**src/rtl/traffic_ctrl_nphase.sv**
```systemverilog
// N-phase traffic-light controller: GREEN -> YELLOW -> ALL-RED per phase, demand-based
// phase skipping, prescaled tick timer, test mode and flashing mode.
//
// state  | meaning
// S_GRN  | green on current phase, all other phases red
// S_YLW  | yellow on current phase, all other phases red
// S_RED  | all-red clearance; picks the next phase on exit
// S_FLS  | flashing: phase 0 yellow and other phases red blink together
module traffic_ctrl_nphase #(
    parameter int NPHASE   = 2,
    parameter int TW       = 8,
    parameter int PRESC    = 16,
    parameter int GREEN_T  = 20,
    parameter int YELLOW_T = 4,
    parameter int ALLRED_T = 2
) (
    input  logic                      clock,
    input  logic                      pclr_n,
    input  logic                      ptest,
    input  logic                      pfm,
    input  logic [NPHASE-1:0]         preq,
    output logic [NPHASE-1:0]         pgrn,
    output logic [NPHASE-1:0]         pylw,
    output logic [NPHASE-1:0]         pred,
    output logic [$clog2(NPHASE)-1:0] phase_o,
    output logic                      tick_o
);

    localparam int PW = $clog2(NPHASE);
    localparam int CW = $clog2(PRESC);

    typedef enum logic [1:0] {S_GRN, S_YLW, S_RED, S_FLS} state_t;

    state_t            state, state_d;
    logic [PW-1:0]     phase, phase_d, nxt_phase;
    logic [TW-1:0]     timer, timer_d;
    logic [CW-1:0]     pcnt;
    logic [NPHASE-1:0] pending, clr_mask;
    logic              blink, blink_d;
    logic              adv, adv_d;
    logic              ptest_q, pfm_q;
    logic              tick, enter_grn;
    logic [PW:0]       scan_sum;

    assign tick    = (pcnt == CW'(PRESC - 1)) | ptest_q;
    assign tick_o  = tick;
    assign phase_o = phase;

    // Lowest-distance pending phase wins; descending scan lets the nearest overwrite last.
    always_comb begin
        scan_sum  = {1'b0, phase} + (PW+1)'(1);
        if (scan_sum >= (PW+1)'(NPHASE))
            scan_sum = scan_sum - (PW+1)'(NPHASE);
        nxt_phase = scan_sum[PW-1:0];
        for (int k = NPHASE - 1; k >= 1; k--) begin
            scan_sum = {1'b0, phase} + (PW+1)'(k);
            if (scan_sum >= (PW+1)'(NPHASE))
                scan_sum = scan_sum - (PW+1)'(NPHASE);
            if (pending[scan_sum[PW-1:0]])
                nxt_phase = scan_sum[PW-1:0];
        end
    end

    always_comb begin
        state_d   = state;
        phase_d   = phase;
        timer_d   = timer;
        blink_d   = blink;
        adv_d     = adv;
        enter_grn = 1'b0;
        if (tick) begin
            case (state)
                S_GRN: begin
                    if (pfm_q || timer == '0) begin
                        state_d = S_YLW;
                        timer_d = TW'(YELLOW_T - 1);
                    end else begin
                        timer_d = timer - 1'b1;
                    end
                end
                S_YLW: begin
                    if (timer == '0) begin
                        if (pfm_q) begin
                            state_d = S_FLS;
                            phase_d = '0;
                        end else begin
                            state_d = S_RED;
                            timer_d = TW'(ALLRED_T - 1);
                            adv_d   = 1'b1;
                        end
                    end else begin
                        timer_d = timer - 1'b1;
                    end
                end
                S_RED: begin
                    if (timer == '0) begin
                        if (pfm_q) begin
                            state_d = S_FLS;
                            phase_d = '0;
                        end else begin
                            // After reset or flashing the current phase is served, not skipped.
                            state_d   = S_GRN;
                            phase_d   = adv ? nxt_phase : phase;
                            timer_d   = TW'(GREEN_T - 1);
                            adv_d     = 1'b0;
                            enter_grn = 1'b1;
                        end
                    end else begin
                        timer_d = timer - 1'b1;
                    end
                end
                S_FLS: begin
                    blink_d = ~blink;
                    if (!pfm_q) begin
                        state_d = S_RED;
                        phase_d = '0;
                        timer_d = TW'(ALLRED_T - 1);
                        adv_d   = 1'b0;
                    end
                end
            endcase
        end
    end

    always_comb begin
        clr_mask          = '0;
        clr_mask[phase_d] = enter_grn;
    end

    always_ff @(posedge clock) begin
        if (!pclr_n) begin
            state   <= S_RED;
            phase   <= '0;
            timer   <= TW'(ALLRED_T - 1);
            pcnt    <= '0;
            pending <= '0;
            blink   <= 1'b0;
            adv     <= 1'b0;
            ptest_q <= 1'b0;
            pfm_q   <= 1'b0;
        end else begin
            state   <= state_d;
            phase   <= phase_d;
            timer   <= timer_d;
            pcnt    <= (pcnt == CW'(PRESC - 1)) ? '0 : pcnt + 1'b1;
            pending <= (pending & ~clr_mask) | preq;
            blink   <= blink_d;
            adv     <= adv_d;
            ptest_q <= ptest;
            pfm_q   <= pfm;
        end
    end

    always_comb begin
        pgrn = '0;
        pylw = '0;
        pred = '1;
        case (state)
            S_GRN: begin
                pgrn[phase] = 1'b1;
                pred[phase] = 1'b0;
            end
            S_YLW: begin
                pylw[phase] = 1'b1;
                pred[phase] = 1'b0;
            end
            S_RED: ;
            S_FLS: begin
                pred    = {NPHASE{blink}};
                pred[0] = 1'b0;
                pylw[0] = blink;
            end
        endcase
    end

endmodule

```
**config.mk**
```make
export PLATFORM = sky130hd
export DESIGN_NAME = traffic_ctrl_nphase
export DESIGN_NICKNAME = d
export VERILOG_FILES = /design/src/rtl/traffic_ctrl_nphase.sv
export SDC_FILE = /design/constraint.sdc
export NUM_CORES = 1
export LEC_CHECK = 0
export CAP_MARGIN = 25
export CORE_MARGIN = 2
export CORE_UTILIZATION = 34
export CTS_BUF_LIST = sky130_fd_sc_hd__clkbuf_16
export CTS_CLUSTER_DIAMETER = 200
export DETAILED_ROUTE_END_ITERATION = 6
export GPL_TIMING_DRIVEN = 0
export PLACE_DENSITY_LB_ADDON = 0.05
export SLEW_MARGIN = 20
export SYNTH_ARGS = -nofsm -noshare
export SYNTH_HDL_FRONTEND = slang
export SYNTH_SLANG_ARGS = --single-unit
```
**constraint.sdc**
```tcl
create_clock -name clock -period 3.2 [get_ports clock]
set_input_delay 0.8 -clock clock [delete_from_list [all_inputs] [get_ports clock]]
set_output_delay 0.8 -clock clock [all_outputs]
set_load 0.05 [all_outputs]
```
* Word level (Yosys, flattened, before mapping)
Cells that the tools add are included.
W data, S select, Z words.
** Operators by class
- $add $sub $neg :: 4
- Magnitude comparators :: 3
- Equal/unequal tests :: 12
- Muxes and demuxes :: 32
- Bitwise gates (word level) :: 4
- Reduce and logical (&&, ||, !) cells :: 12
** Operator list (number)
- $mux W8 :: 5
- $pmux W8 S4 :: 1
- $mux W1 :: 14
- $mux W2 :: 6
- $ne A2 B2 Y1 const B :: 6
- $reduce_and A5 Y1 :: 2
- $logic_not A8 Y1 :: 1
- $pmux W2 S4 :: 1
- $sub A8 B1 Y8 const B :: 1
- $reduce_and A7 Y1 :: 1
- $ne A3 B3 Y1 const B :: 2
- $pmux W1 S3 :: 2
- $add A4 B1 Y4 const B :: 1
- $eq A2 B2 Y1 const B :: 2
- $eq A4 B4 Y1 const B :: 1
- $pmux W2 S2 :: 1
- $reduce_and A2 Y1 :: 2
- $reduce_or A2 Y1 :: 2
- $reduce_bool A3 Y1 :: 1
- $add A1 B1 Y2 const B :: 1
- $eq A2 B1 Y1 const B :: 1
- $ge A2 B2 Y1 const B :: 1
- $logic_not A2 Y1 :: 1
- $lt A1 B2 Y1 const B :: 1
- other kinds (9) :: 10
** Word-level totals
- Bits in registers :: 19
- Output and inout port bits :: 8
- Word-level logic and storage cells :: 75

* Logic depth before layout (Yosys ltp)
Gate-level depths: netlist of the first run.
- Depth in word-level cells :: 7
- Depth in mapped cells :: 6
- Mapped depth without buffers :: 6

* Worst setup path after synthesis of the first run
Ideal clock, no wire load.
- Kind :: flip-flop to output port
- Start point :: register state[1]
- End point :: output pred[0]
- Arrival time :: 1.827 ns
- Required time :: 2.400 ns
- Path slack :: 0.573 ns
- Stages on the path, launching flop included :: 4
- Cells stage by stage :: dfxtp_1 clkbuf_1 inv_1 o21ai_0
** Between the ends
- Word-level cells in the longest chain between the ends :: 3
- Elaborated cells between the ends (all ways) :: 5
- Classes of those cells :: 2 x eq/ne; 1 x mux; 2 x reduce/logical
** RTL lines
- start: declaration :: RTL line 34 : state_t state, state_d;
- start signal: assignment :: RTL line 142 : state <= state_d;
- $eq A2 B1 Y1 or $logic_not A2 Y1 (tied branches) :: RTL line 158 : case (state)
- $reduce_or A2 Y1 (no source line)
- $pmux W2 S2 (*) :: RTL line 158
- end: declaration :: RTL line 24 : output logic [NPHASE-1:0] pred,
Mark *: on every way between the ends. The rest lies on a longest branch, timed or not.

* Worst setup path in the final report of the first run
- Start point :: register state[1]
- End point :: output pred[1]
The elaborated chain is that of the path after synthesis.

==> impl_metrics.ini, run 1 <==
[place]
dp_worst_setup_slack_ps = 254
hpwl_um = 2290
gp_congestion = 0.817
portBuffers = 11

[layout]
final_common_cell = dfxtp_1
final_cell_mix = dfxtp_1 (19), nand2_1 (11), o21ai_0 (11)
fin_nets = 172
syn_to_final_growth_pct = 22.0
antenna_cells = 0
final_layout_size_suffix_gt1_share_pct = 6.17

[clocking]
cts_buffers = 3
root_buffer = clkbuf_16
hold_buffers = 0
cts_max_level = 1
path_clk_slew_ps = 60
cts_tree = built
cts_sinks = 19
cts_buffer_depth = 2
clk_latency_ps = 250

[worst_setup_path]
r2r_slack_ps = 1020
critical_path_class = flip-flop to primary output
crit_path_end_kind = primary output
required_ps = 2400
cp_max_fo = 10
cp.arrival_ps = 2290
start_kind = flip-flop

[yosys]
synth-simple-area-share_pct = 26.2
synth-edff-count = 0
synth_area_um2 = 1160
synth_xor_area_share_pct = 0.753
ys.flop_type = dfxtp_1
synth_top_family_by_area = compound AO/OA/AOI/OAI gates
syn_inst = 147
synth_top_area_cell = dfxtp_1
yosysUniqueCellTypes = 42
ys_top_cells_by_area = dfxtp_1 (33%), o21ai_0 (4.7%), a21oi_1 (3.9%)
yosysSeqAreaShare_pct = 32.7
synth_top_cell_area_share_pct = 32.7
async_flop_share_pct = 0
yosysWarnings = 0
synth_compound_area_share_pct = 31.7
muxShareOfSynthArea_pct = 0
ys_ff_latch = 19
synth_nets = 156
syn-mean-instance-area_um2 = 7.92
synthAdderAreaFrac_pct = 3.23

[sta]
period_share_pct = 96.5
layout_min_cycle_time_ps = 3090
setup_ws_ps = 111
slew_headroom_pct = 53.6
fin_skew_ps = 3.42
tightestPinTransition_ps = 686
clock.fmax_mhz = 324
rsz0062_at_grt = no
finalHoldViolations = 0
report.final.slew_viol_count = 0
setup_viol = 0
fin_setup_tns_ps = 0

[die]
row_count = 21
io_pins = 14
die-width_um = 62.5
die_area_um2 = 3910
core_area_um2 = 3310
start_util_pct = 35.1
die_y_um = 62.5

[drt]
routed_wl_um = 3180
ant_nets = 0
viasPerCell = 5.87
drt_iter0_markers = 66
route.detailed.wl_per_inst_um = 15.3
first_pass_iters = 4
via_count = 1220
post-route-drc-count = 0

[power_and_ir_drop]
irDropWorstVdd_v = 0.000191
power-per-cell-area_nw_per_um2 = 459
p_leak_nw = 0.517

[run]
maxCapViolations = 0

[grt]
grt_start_max_net_pins = 12
grt-ovfl-total = 0
gr-usage-met2_pct = 26.9
track_usage_pct = 16.9
antenna_found_initial = 0
grt_pass1_wl_um = 5380
use_met3_pct = 2.88
top_usage_layer = met2
grt_pass1_vias = 1151
grt_util_met1_pct = 22.9

[run_status]
status = finished, final reports clean

[hold_path]
min_path_type = flip-flop to flip-flop
-- cells in the mapped netlist (3+ instances only) --
cell type / count
nor2_1: 10
nor3_1: 6
a211oi_1: 4
nand2_1: 11
a21oi_1: 9
o21ai_0: 11
nand3_1: 5
ha_1: 3
and2_1: 4
o21a_1: 3
nor4_1: 6
o31ai_1: 3
dfxtp_1: 19
clkbuf_1: 6
inv_1: 8
nand2b_1: 3
a31oi_1: 5
-- critical path, stage by stage (launching register included) --
cell and delay [ps]:
dfxtp_1 360, clkbuf_1 340, inv_1 220, nand2_1 180, o21a_1 140, clkdlybuf4s50_1 790
-- final timing paths --
kind                                from  endpoint  cells past startpoint
worst max-delay path            state[1]   pred[1]                      5
worst min-delay path             pcnt[0]   pcnt[0]                      1
worst max register to register  timer[0]  timer[0]                      6
worst min register to register   pcnt[0]   pcnt[0]                      1
-- metal layers --
layer	up-vias	wire length, µm
met5	-	0
met4	0	38
met3	6	204
met2	38	1440
met1	582	1500
li1	594	-
-- flip-flops by register name (all words and copies together) (netlist names) --
signal / flops
adv: 1
blink: 1
pcnt: 4
pfm_q: 1
phase_o: 1
ptest_q: 1
state: 2
timer: 8
-- where the power goes --
part | leakage, nW | switching (mW) | internal (mW) | total (mW)
logic | 0.321 | 0.0762 | 0.0474 | 0.124
clock network | 0.0409 | 0.0980 | 0.168 | 0.266
registers | 0.155 | 0.0137 | 0.248 | 0.262
-- layout make-up --
type / count / area (µm²)
Buffer: 8 / 32.5
Multi-Input combinational cell: 112 / 727
Timing Repair Buffer: 11 / 113
Inverter: 8 / 30.0
Clock buffer: 3 / 75.1
Clock inverter: 1 / 5.00
Fill cell: 362 / 1890
Tap cell: 46 / 57.6
Sequential cell: 19 / 380
-- repair_timing --
action / in CTS / in global routing
hold endpoints to repair: 0 / 0
resized for setup: 1 / 1
setup endpoints to repair: 1 / 1
gates cloned: 0 / 0
buffers inserted: 0 / 0
-- metrics by stage --
stage	total power [mW]	cells	util, %	cell area [µm²]	hold slack (ps)
after global placement	0.388	204	40.2	1330	451
after detailed placement	0.389	204	40.2	1330	459
final	0.652	208	42.9	1420	467
after CTS	0.657	208	42.8	1420	472
after floorplan	0.356	147	-	1160	430
after global routing	0.685	208	42.9	1420	518
-- kinds of logic after synthesis --
family,count (synthesis)
AND/OR/NAND/NOR,57
buffers and inverters,16
AO/OA/AOI/OAI,51
adder cells (fa/ha/maj),3
flip-flops,19
XOR/XNOR,1
Note: power is estimated with default switching activity, not from simulation.
==> run 2: changes to the inputs <==
--- a/config.mk
+++ b/config.mk
@@ -8,9 +8,10 @@
 export CAP_MARGIN = 25
 export CORE_MARGIN = 2
 export CORE_UTILIZATION = 34
-export CTS_BUF_LIST = sky130_fd_sc_hd__clkbuf_16
+export CTS_BUF_LIST = sky130_fd_sc_hd__clkbuf_8
 export CTS_CLUSTER_DIAMETER = 200
 export DETAILED_ROUTE_END_ITERATION = 6
+export GPL_ROUTABILITY_DRIVEN = 0
 export GPL_TIMING_DRIVEN = 0
 export PLACE_DENSITY_LB_ADDON = 0.05
 export SLEW_MARGIN = 20
==> run 2 against run 1 <==
Sequential share of layout area is 0.65 points higher. Worst setup slack worse by 23 ps. Combinational power about the same. Sequential power about the same. Clock power decreased by 33%. Largest power group is now registers. Clock-buffer cell count did not move. Wire length down 0.97%. Hold slack better by 4.1 ps.
==> impl_metrics.ini, run 2 (synthesis results as in run 1) <==
[drt]
ant_nets = 0
via_count = 1207
first_pass_iters = 4
route.detailed.wl_per_inst_um = 15.1
drt_iter0_markers = 47
routed_wl_um = 3150
post-route-drc-count = 0
viasPerCell = 5.80

[grt]
grt_pass1_wl_um = 5290
track_usage_pct = 16.8
grt_pass1_vias = 1125
use_met3_pct = 2.70
grt_start_max_net_pins = 12
gr-usage-met2_pct = 26.5
grt-ovfl-total = 0
top_usage_layer = met2
antenna_found_initial = 0
grt_util_met1_pct = 22.9

[die]
die_area_um2 = 3910
core_area_um2 = 3310
row_count = 21
die_y_um = 62.5
start_util_pct = 35.1
io_pins = 14
die-width_um = 62.5

[clocking]
cts_buffers = 3
cts_setup_buffers = 0
clk_latency_ps = 270
cts_max_level = 1
hold_buffers = 0
cts_tree = built
cts_buffer_depth = 2
root_buffer = clkbuf_8
cts_sinks = 19
path_clk_slew_ps = 70

[worst_setup_path]
cp_max_fo = 10
worst_path_max_delay_cell = clkdlybuf4s50_1
crit_chain = clkbuf_1 > inv_1 > nand2_1 > o21a_1 > clkdlybuf4s50_1
critical_path_class = flip-flop to primary output
cp_top_family = buffers and inverters
required_ps = 2400
start_kind = flip-flop
cp.arrival_ps = 2310
crit_buf_inv = 3
crit_path_end_kind = primary output
critPathMaxStageDelay_ps = 790

[layout]
final_layout_size_suffix_gt1_share_pct = 6.17
antenna_cells = 0
final_common_cell = dfxtp_1
nFillCells = 371
final_cell_area_um2 = 1390
final_cell_mix = dfxtp_1 (19), nand2_1 (11), o21ai_0 (11)
largestRegisters = timer: 8 flops, pcnt: 4 flops, state: 2 flops
syn_to_final_growth_pct = 19.1
regMostFlops = timer
stdcell_count = 208
fin_util_pct = 41.9
fin_nets = 172
largest_register_ffs = 8

[sta]
layout_min_cycle_time_ps = 3110
period_share_pct = 97.3
slew_headroom_pct = 56.4
whs_ps = 471
fin_skew_ps = 6.02
finalHoldViolations = 0
clock.fmax_mhz = 321
fin_setup_tns_ps = 0
setup_ws_ps = 87.8
setup_viol = 0
rsz0062_at_grt = no
tightestPinTransition_ps = 645
report.final.slew_viol_count = 0

[power_and_ir_drop]
total_power_uw = 564
p_leak_nw = 0.502
power-per-cell-area_nw_per_um2 = 407
irDropWorstVdd_v = 0.000202

[place]
hpwl_um = 2290
dp.cells = 204
portBuffers = 11
placed_cell_area_um2 = 1330
dp_worst_setup_slack_ps = 254

[run_status]
status = finished, final reports clean

[hold_path]
min_path_type = flip-flop to flip-flop

[run]
maxCapViolations = 0
run 2: final cells by class:
| cell class | count | area, µm² | area share, % |
|---|---|---|---|
| clock buffer | 3 | 41.3 | 2.98 |
| clock inverter | 1 | 5.00 | 0.361 |
| timing repair buffer | 11 | 113 | 8.12 |
| buffer | 8 | 32.5 | 2.35 |
| tap | 46 | 57.6 | 4.15 |
| multi-input combinational | 112 | 727 | 52.4 |
| inverter | 8 | 30.0 | 2.17 |
| sequential | 19 | 380 | 27.4 |
run 2: path summary, 6_finish.rpt:
check,start,end,slack [ps],depth (start not counted)
worst min-delay path,pcnt[0],pcnt[0],470,1
worst min register to register,pcnt[0],pcnt[0],470,1
worst max-delay path,state[1],pred[1],90,5
worst max register to register,timer[0],timer[0],1010,6
run 2: metal layers:
| layer | vias up | wire length (µm) |
|---|---|---|
| li1 | 590 | - |
| met1 | 582 | 1590 |
| met2 | 28 | 1380 |
| met3 | 7 | 126 |
| met4 | 0 | 55 |
| met5 | - | 0 |
run 2: power breakdown:
group / total (mW) / switching, mW / internal (mW)
clock network: 0.179 / 0.0919 / 0.0870
registers: 0.262 / 0.0139 / 0.248
logic: 0.123 / 0.0760 / 0.0474
run 2: repair_timing:
action                     4_1_cts  5_1_grt
hold endpoints to repair         0        0
setup endpoints to repair        1        1
pin swaps                        0        0
resized for setup                1        1
run 2: worst register-to-register path, cell delays in order (launching register included):
cell and delay, ps:
dfxtp_1 350, inv_1 90, ha_1 220, or4b_1 520
nor2_1 380, a221oi_2 210, o32a_1 320
==> run 3: changes to the inputs <==
--- a/config.mk
+++ b/config.mk
@@ -13,6 +13,7 @@
 export DETAILED_ROUTE_END_ITERATION = 6
 export GPL_ROUTABILITY_DRIVEN = 0
 export GPL_TIMING_DRIVEN = 0
+export MAX_ROUTING_LAYER = met4
 export PLACE_DENSITY_LB_ADDON = 0.05
 export SLEW_MARGIN = 20
 export SYNTH_ARGS = -nofsm -noshare
==> run 3 against run 2 <==
Final area stayed put. Worst setup slack is essentially flat. Die area stayed put. Via count increased by 0.25%. Core utilization did not move. Critical endpoint unchanged. Total power barely moved. Global-route usage increased by 0.47 points. Sequential power is essentially flat. Highest routed layer unchanged. Largest cell class unchanged. Flip-flop and latch count unchanged. Largest power group unchanged. Clock power about the same.
==> impl_metrics.ini, run 3 (synthesis results as in run 1) <==
[run_status]
status = finished, final reports clean

[grt]
grt_start_max_net_pins = 12
grt_pass1_vias = 1125
track_usage_pct = 17.2
antenna_found_initial = 0
grt-ovfl-total = 0
grt_pass1_wl_um = 5290

[die]
die_area_um2 = 3910
io_pins = 14
die_y_um = 62.5
die-width_um = 62.5
row_count = 21
start_util_pct = 35.1
core_area_um2 = 3310

[sta]
whs_ps = 471
fin_setup_tns_ps = 0
finalHoldViolations = 0
report.final.slew_viol_count = 0
period_share_pct = 97.2
setup_viol = 0
fin_skew_ps = 5.79
tightestPinTransition_ps = 652
slew_headroom_pct = 55.9
layout_min_cycle_time_ps = 3110
setup_ws_ps = 88.0
clock.fmax_mhz = 321
rsz0062_at_grt = no

[hold_path]
min_path_type = flip-flop to flip-flop

[layout]
final_layout_size_suffix_gt1_share_pct = 6.17
syn_to_final_growth_pct = 19.1
antenna_cells = 0
largest_register_ffs = 8
fin_util_pct = 41.9
multiInputGateArea_um2 = 727
nFillCells = 371
fin_nets = 172
final_cell_mix = dfxtp_1 (19), nand2_1 (11), o21ai_0 (11)
final_common_cell = dfxtp_1
regMostFlops = timer
seq_area_um2 = 380
largestRegisters = timer: 8 flops, pcnt: 4 flops, state: 2 flops

[worst_setup_path]
worst_path_max_delay_cell = clkdlybuf4s50_1
required_ps = 2400
crit_chain = clkbuf_1 > inv_1 > nand2_1 > o21a_1 > clkdlybuf4s50_1
start_kind = flip-flop
critPathMaxStageDelay_ps = 790
cp.arrival_ps = 2310
critical_path_class = flip-flop to primary output
crit_path_end_kind = primary output
cp_max_fo = 10
crit_buf_inv = 3
cp_top_family = buffers and inverters

[clocking]
cts_buffers = 3
cts_buffer_depth = 2
root_buffer = clkbuf_8
cts_setup_buffers = 0
cts_max_level = 1
clk_latency_ps = 270
cts-resized-gates = 1
path_clk_slew_ps = 70
cts_tree = built
hold_buffers = 0
cts_sinks = 19

[place]
dp_worst_setup_slack_ps = 254
portBuffers = 11
hpwl_um = 2290

[drt]
post-route-drc-count = 0
via_count = 1210
drt_iter0_markers = 46
ant_nets = 0
viasPerCell = 5.82
first_pass_iters = 4
route.detailed.wl_per_inst_um = 15.1
routed_wl_um = 3150

[power_and_ir_drop]
p_leak_nw = 0.502
p_sw_uw = 182
irDropWorstVdd_v = 0.000202
power-per-cell-area_nw_per_um2 = 407
power.internal_uw = 383
power_frac_seq_pct = 46.5
power_frac_comb_pct = 21.9
clock_power_share_pct = 31.7
p_sw_share_pct = 32.2

[run]
maxCapViolations = 0
## run 3: final timing paths
check / slack (ps) / from / depth (start not counted) / endpoint
max reg2reg: 1010 / timer[0] / 6 / timer[0]
min: 470 / pcnt[0] / 1 / pcnt[0]
max: 90 / state[1] / 5 / pred[1]
min reg2reg: 470 / pcnt[0] / 1 / pcnt[0]
## run 3: layout make-up
cell class,count,area share [%]
Multi-Input combinational cell,112,52.4
Sequential cell,19,27.4
Timing Repair Buffer,11,8.12
Tap cell,46,4.15
Clock buffer,3,2.98
Buffer,8,2.35
Inverter,8,2.17
Clock inverter,1,0.361
## run 3: power groups by stage
stage | Combinational, mW | Clock [mW] | Sequential (mW)
3_3_place_gp | 0.121 | 0 | 0.267
3_5_place_dp | 0.122 | 0 | 0.267
6_report | 0.123 | 0.179 | 0.262
5_1_grt | 0.137 | 0.194 | 0.264
4_1_cts | 0.123 | 0.183 | 0.262
2_1_floorplan | 0.0924 | 0 | 0.264
## run 3: metrics by stage
stage	total power [mW]	cell area, µm²	std cells
2_1_floorplan	0.356	1160	147
3_3_place_gp	0.388	1330	204
3_5_place_dp	0.389	1330	204
4_1_cts	0.568	1380	208
5_1_grt	0.596	1390	208
6_report	0.564	1390	208
## run 3: per-layer routing
metal	part of all wire, %	GRT usage (%)	vias up
met5	0	-	-
met4	1.7	6.39	0
li1	-	-	592
met3	3.7	2.34	7
met2	44	26.5	29
met1	50	23.1	582
